[src/rtl/cache_mem_bridge_pkg.sv]
// Shared FSM encoding and memory direction constants for cache_mem_bridge.
package cache_mem_bridge_pkg;

    typedef enum logic [1:0] {
        IDLE    = 2'd0,
        READ    = 2'd1,
        WRITE   = 2'd2,
        RELEASE = 2'd3
    } state_e;

    localparam logic MEM_READ  = 1'b1;
    localparam logic MEM_WRITE = 1'b0;

endpackage

[src/rtl/cache_mem_bridge_write_buffer.sv]
// One-entry posted write tracker (used only with BRIDGE_WRITE_BUFFER_EN): acks the
// cache on acceptance and keeps the memory-side write pending until mem_ack drains it.
module bridge_write_buffer (
    input  logic clk,
    input  logic reset,
    input  logic accept_i,
    input  logic write_req_i,
    input  logic mem_done_i,
    output logic ack_o,
    output logic pending_o
);

    logic ack_q;
    logic ack_d;
    logic pending_q;
    logic pending_d;

    always_comb begin
        // Cache-side ack rises with acceptance and falls once the requester lets go.
        ack_d     = ack_q ? write_req_i : accept_i;
        pending_d = pending_q;
        if (accept_i) begin
            pending_d = 1'b1;
        end else if (mem_done_i) begin
            pending_d = 1'b0;
        end
    end

    always_ff @(posedge clk) begin
        if (reset) begin
            ack_q     <= 1'b0;
            pending_q <= 1'b0;
        end else begin
            ack_q     <= ack_d;
            pending_q <= pending_d;
        end
    end

    assign ack_o     = ack_q;
    assign pending_o = pending_q;

endmodule

[src/rtl/cache_mem_bridge.sv]
// Four-phase cache request to memory master bridge; define BRIDGE_WRITE_BUFFER_EN
// to post writes through a one-entry buffer instead of waiting for mem_ack.
module cache_mem_bridge
    import cache_mem_bridge_pkg::*;
#(
    parameter int WIDTH = 32
) (
    input  logic             clk,
    input  logic             reset,
    input  logic             cache_mem_read_req,
    input  logic [WIDTH-1:0] cache_mem_read_addr,
    output logic [WIDTH-1:0] cache_mem_read_data,
    output logic             cache_mem_read_ack,
    input  logic             cache_mem_write_req,
    input  logic [WIDTH-1:0] cache_mem_write_addr,
    input  logic [WIDTH-1:0] cache_mem_write_data,
    output logic             cache_mem_write_ack,
    output logic             mem_enable,
    output logic             mem_rw,
    output logic [WIDTH-1:0] mem_addr,
    output logic [WIDTH-1:0] mem_data_in,
    input  logic [WIDTH-1:0] mem_data_out,
    input  logic             mem_ack
);

    state_e           state_q;
    logic             mem_enable_q;
    logic             mem_rw_q;
    logic [WIDTH-1:0] mem_addr_q;
    logic [WIDTH-1:0] mem_data_in_q;
    logic [WIDTH-1:0] read_data_q;
    logic             read_ack_q;

`ifdef BRIDGE_WRITE_BUFFER_EN
    logic buf_accept;
    logic buf_done;
    logic buf_ack;
    logic buf_pending;

    assign buf_accept = (state_q == IDLE) && !mem_ack && cache_mem_write_req;
    assign buf_done   = (state_q == WRITE) && mem_enable_q && mem_ack;

    bridge_write_buffer u_write_buffer (
        .clk         (clk),
        .reset       (reset),
        .accept_i    (buf_accept),
        .write_req_i (cache_mem_write_req),
        .mem_done_i  (buf_done),
        .ack_o       (buf_ack),
        .pending_o   (buf_pending)
    );

    assign cache_mem_write_ack = buf_ack;
`else
    logic write_ack_q;

    assign cache_mem_write_ack = write_ack_q;
`endif

    always_ff @(posedge clk) begin
        if (reset) begin
            // IDLE still refuses requests until mem_ack is low, covering a reset mid-transfer.
            state_q       <= IDLE;
            mem_enable_q  <= 1'b0;
            mem_rw_q      <= 1'b0;
            mem_addr_q    <= '0;
            mem_data_in_q <= '0;
            read_data_q   <= '0;
            read_ack_q    <= 1'b0;
`ifndef BRIDGE_WRITE_BUFFER_EN
            write_ack_q   <= 1'b0;
`endif
        end else begin
            case (state_q)
                IDLE: begin
                    if (!mem_ack) begin
                        if (cache_mem_write_req) begin
                            mem_addr_q    <= cache_mem_write_addr;
                            mem_data_in_q <= cache_mem_write_data;
                            mem_rw_q      <= MEM_WRITE;
                            mem_enable_q  <= 1'b1;
                            state_q       <= WRITE;
                        end else if (cache_mem_read_req) begin
                            mem_addr_q    <= cache_mem_read_addr;
                            mem_rw_q      <= MEM_READ;
                            mem_enable_q  <= 1'b1;
                            state_q       <= READ;
                        end
                    end
                end
                READ: begin
                    // A dropped request wins over a same-cycle mem_ack and is treated as an abort.
                    if (!cache_mem_read_req) begin
                        read_ack_q   <= 1'b0;
                        mem_enable_q <= 1'b0;
                        state_q      <= RELEASE;
                    end else if (mem_ack && !read_ack_q) begin
                        read_data_q <= mem_data_out;
                        read_ack_q  <= 1'b1;
                    end
                end
                WRITE: begin
`ifdef BRIDGE_WRITE_BUFFER_EN
                    if (buf_done) begin
                        mem_enable_q <= 1'b0;
                    end
                    if (!buf_pending && !buf_ack) begin
                        state_q <= RELEASE;
                    end
`else
                    if (!cache_mem_write_req) begin
                        write_ack_q  <= 1'b0;
                        mem_enable_q <= 1'b0;
                        state_q      <= RELEASE;
                    end else if (mem_ack && !write_ack_q) begin
                        write_ack_q <= 1'b1;
                    end
`endif
                end
                RELEASE: begin
                    if (!mem_ack) begin
                        state_q <= IDLE;
                    end
                end
                default: state_q <= IDLE;
            endcase
        end
    end

    assign cache_mem_read_data = read_data_q;
    assign cache_mem_read_ack  = read_ack_q;
    assign mem_enable          = mem_enable_q;
    assign mem_rw              = mem_rw_q;
    assign mem_addr            = mem_addr_q;
    assign mem_data_in         = mem_data_in_q;

endmodule

[config.mk]
export PLATFORM = sky130hd
export DESIGN_NAME = cache_mem_bridge
export DESIGN_NICKNAME = d
export VERILOG_FILES = /design/src/rtl/cache_mem_bridge_pkg.sv /design/src/rtl/cache_mem_bridge_write_buffer.sv /design/src/rtl/cache_mem_bridge.sv
export SDC_FILE = /design/constraint.sdc
export NUM_CORES = 1
export LEC_CHECK = 0
export ABC_CLOCK_PERIOD_IN_PS = 2500
export CAP_MARGIN = 5
export CORE_MARGIN = 2
export CORE_UTILIZATION = 42
export DETAILED_ROUTE_END_ITERATION = 8
export PLACE_DENSITY_LB_ADDON = 0.15
export SYNTH_ARGS = -nofsm -noshare
export SYNTH_HDL_FRONTEND = slang
export SYNTH_SLANG_ARGS = --single-unit
[constraint.sdc]
create_clock -name clk -period 2.5 [get_ports clk]
set_input_delay 0.5 -clock clk [delete_from_list [all_inputs] [get_ports clk]]
set_output_delay 0.5 -clock clk [all_outputs]
set_load 0.02 [all_outputs]
==> qor.yml <==
status: "completed"
track_usage_pct: 22.6
critPathKind: "reg -> out"
post-dp-hpwl_mm: 8.97
grt_remaining_overflow: 0
max_slew.worst_pin.slew_ps: 501
r2r_slack_ps: 710
cts_setup_buffers: 0
syn_nets: 609
die_x_um: 104
routed_wl_mm: 12.2
ys_seq_elements: 102
drive_above_1_share_pct: 8.56
timing.rr.start: "state_q[0]"
vias_per_cell: 4.94
clockBufferDepth: 2
critical_path.max_stage_delay_ps: 680
fin_hold_ws_ps: 457
pin_count: 233
timing.slew.headroom_pct: 66.6
drtAntennaViolNets: 0
antenna_cells: 0
avgSynthCellArea_um2: 8.92
final_util_pct: 69.8
syn_to_final_growth_pct: 61.4
drt_iter0_markers: 108
nNetsFinal: 821
worstHoldStart: "mem_data_in[26]"
hold_class: "reg -> reg"
start_util_pct: 43.3
cp_slowest_cell: "clkdlybuf4s50_1"
gp_congestion: 0.772
first_pass_iters: 4
cp.arrival_ps: 1440
critPathLaunchType: "flop"
period_minus_slack_ps: 1940
hold_viol: 0
p_leak_nw: 2.43
grt_pass1_vias: 4044
multiInputGateArea_um2: 1950
insertion_delay_ps: 370
final_area_um2: 6790
power_density_nw_per_um2: 755
finalCritPeriodShare_pct: 77.5
cap_violations: 0
setup.worst_path.start: "cache_mem_read_ack"
num_rows: 36
drc_errors: 0
max_freq_ghz: 0.516
clkSlewWorstSetupHoldPaths_ps: 100
final_cell_mix: "clkdlybuf4s50_1 (230), nand2_1 (129), dfxtp_1 (102)"
worst-path-buf-inv: 1
setup_viol: 0
grt_pass1_wl_mm: 20.0
ir_drop_mv: 0.351
end_kind: "output port"
final_common_cell: "clkdlybuf4s50_1"
cts_buffers: 9
port_buffers: 232
grt_max_degree: 41
core_area_um2: 9730
critical-path-top-delay-family: "buffers and inverters"
setup_tns_ps: 0
htree_num_levels: 3
cts_sinks: 102
skew_ps: 9.77
rsz0062_at_grt: "false"
path_cells: "clkdlybuf4s50_1"
ys_types: 31
synth-seq-area-share_pct: 48.5
slew_violations: 0
fillCellCount: 798
die_area_um2: 10800
synth_cells: 472
critPathRequiredTime_ps: 2000
antenna_found_initial: 0
hold_buffers: 0
vias: 4061
routedWlPerCell_um: 14.8
worstPathMaxFanout: 4
cts_tree: "yes"
postPlaceCellArea_um2: 6580
synth_area_um2: 4210
cts_resized: 0
root_buffer: "clkbuf_8"
area.sequential_um2: 2040
ys_warn_count: 0
die_h_um: 104
==> worst min-delay path, stage by stage (launching register included) <==
cell,delay (ps)
dfxtp_1,320
nand2_1,50
a21oi_1,50
==> layer usage <==
metal  vias to the layer above  wire (um)  GRT usage (%)
li1                       2031          -              -
met2                       167       5810           37.6
met4                         0        152           6.56
met3                        14       1220           10.1
met1                      1849       5010           26.2
met5                         -          0              0
==> cells in the mapped netlist (all sizes together) <==
| master | n | area, um2 |
|---|---|---|
| nand2 | 129 | 484 |
| dfxtp | 102 | 2040 |
| a21oi | 101 | 505 |
| a211oi | 32 | 390 |
| mux2i | 32 | 320 |
| buf | 25 | 148 |
| clkbuf | 17 | 63.8 |
| ha | 4 | 50.1 |
| nand2b | 3 | 18.8 |
| nor2 | 3 | 11.3 |
| nor2b | 3 | 18.8 |
| nor3 | 3 | 15.0 |
| a21boi | 2 | 15.0 |
| inv | 2 | 7.51 |
| mux2 | 2 | 22.5 |
| a222oi | 1 | 10.0 |
| a22oi | 1 | 7.51 |
| a41oi | 1 | 8.76 |
| and2 | 1 | 8.76 |
| and3b | 1 | 8.76 |
| and4b | 1 | 10.0 |
| nand3b | 1 | 7.51 |
| nand4b | 1 | 8.76 |
| nor3b | 1 | 7.51 |
| o21ai | 1 | 5.00 |
| o21bai | 1 | 7.51 |
| or2 | 1 | 6.26 |
==> per-stage QoR <==
stage | power [mW] | setup slack, ps | instances
2_1_floorplan | 3.23 | 886 | 472
3_3_place_gp | 4.00 | 435 | 806
3_5_place_dp | 4.06 | 375 | 806
4_1_cts | 5.18 | 533 | 822
5_1_grt | 5.42 | 478 | 822
6_report | 5.13 | 563 | 822
==> flip-flops by register name, summed over array words and instances, names as in the netlist <==
register             cells
mem_data_in             32
cache_mem_write_ack      1
mem_addr                32
mem_enable               1
mem_rw                   1
cache_mem_read_ack       1
cache_mem_read_data     32
state_q                  2
==> report_power, final <==
group / leakage, nW / internal [mW] / switching, mW
Clock: 0.0998 / 0.567 / 0.552
Combinational: 1.49 / 0.952 / 1.05
Sequential: 0.833 / 1.88 / 0.132
Total: 2.43 / 3.39 / 1.74
==> cells by family (layout without fill, tap and decap cells) <==
kind of cell	count (synthesis)	after routing	synth area share (%)
simple gates	148	148	14.4
compound gates	140	140	22.6
buf+inv	44	261	5.20
flops	102	102	48.5
mux	34	34	8.15
fa+ha+maj	4	4	1.19
==> final cells by class <==
cell class	count	area share, %
clock buffers	11	1.93
clock inverters	5	1.23
inverters	2	0.111
multi-input cells	326	28.7
flip-flops and latches	102	30.1
well taps	133	2.45
repair buffers	243	35.5
==> path summary, 6_finish.rpt <==
kind                         to  depth (start not counted)
max          cache_mem_read_ack                          1
min             mem_data_in[26]                          2
max reg2reg          state_q[0]                          5
min reg2reg     mem_data_in[26]                          2
Power figures use the tool's default switching activity.
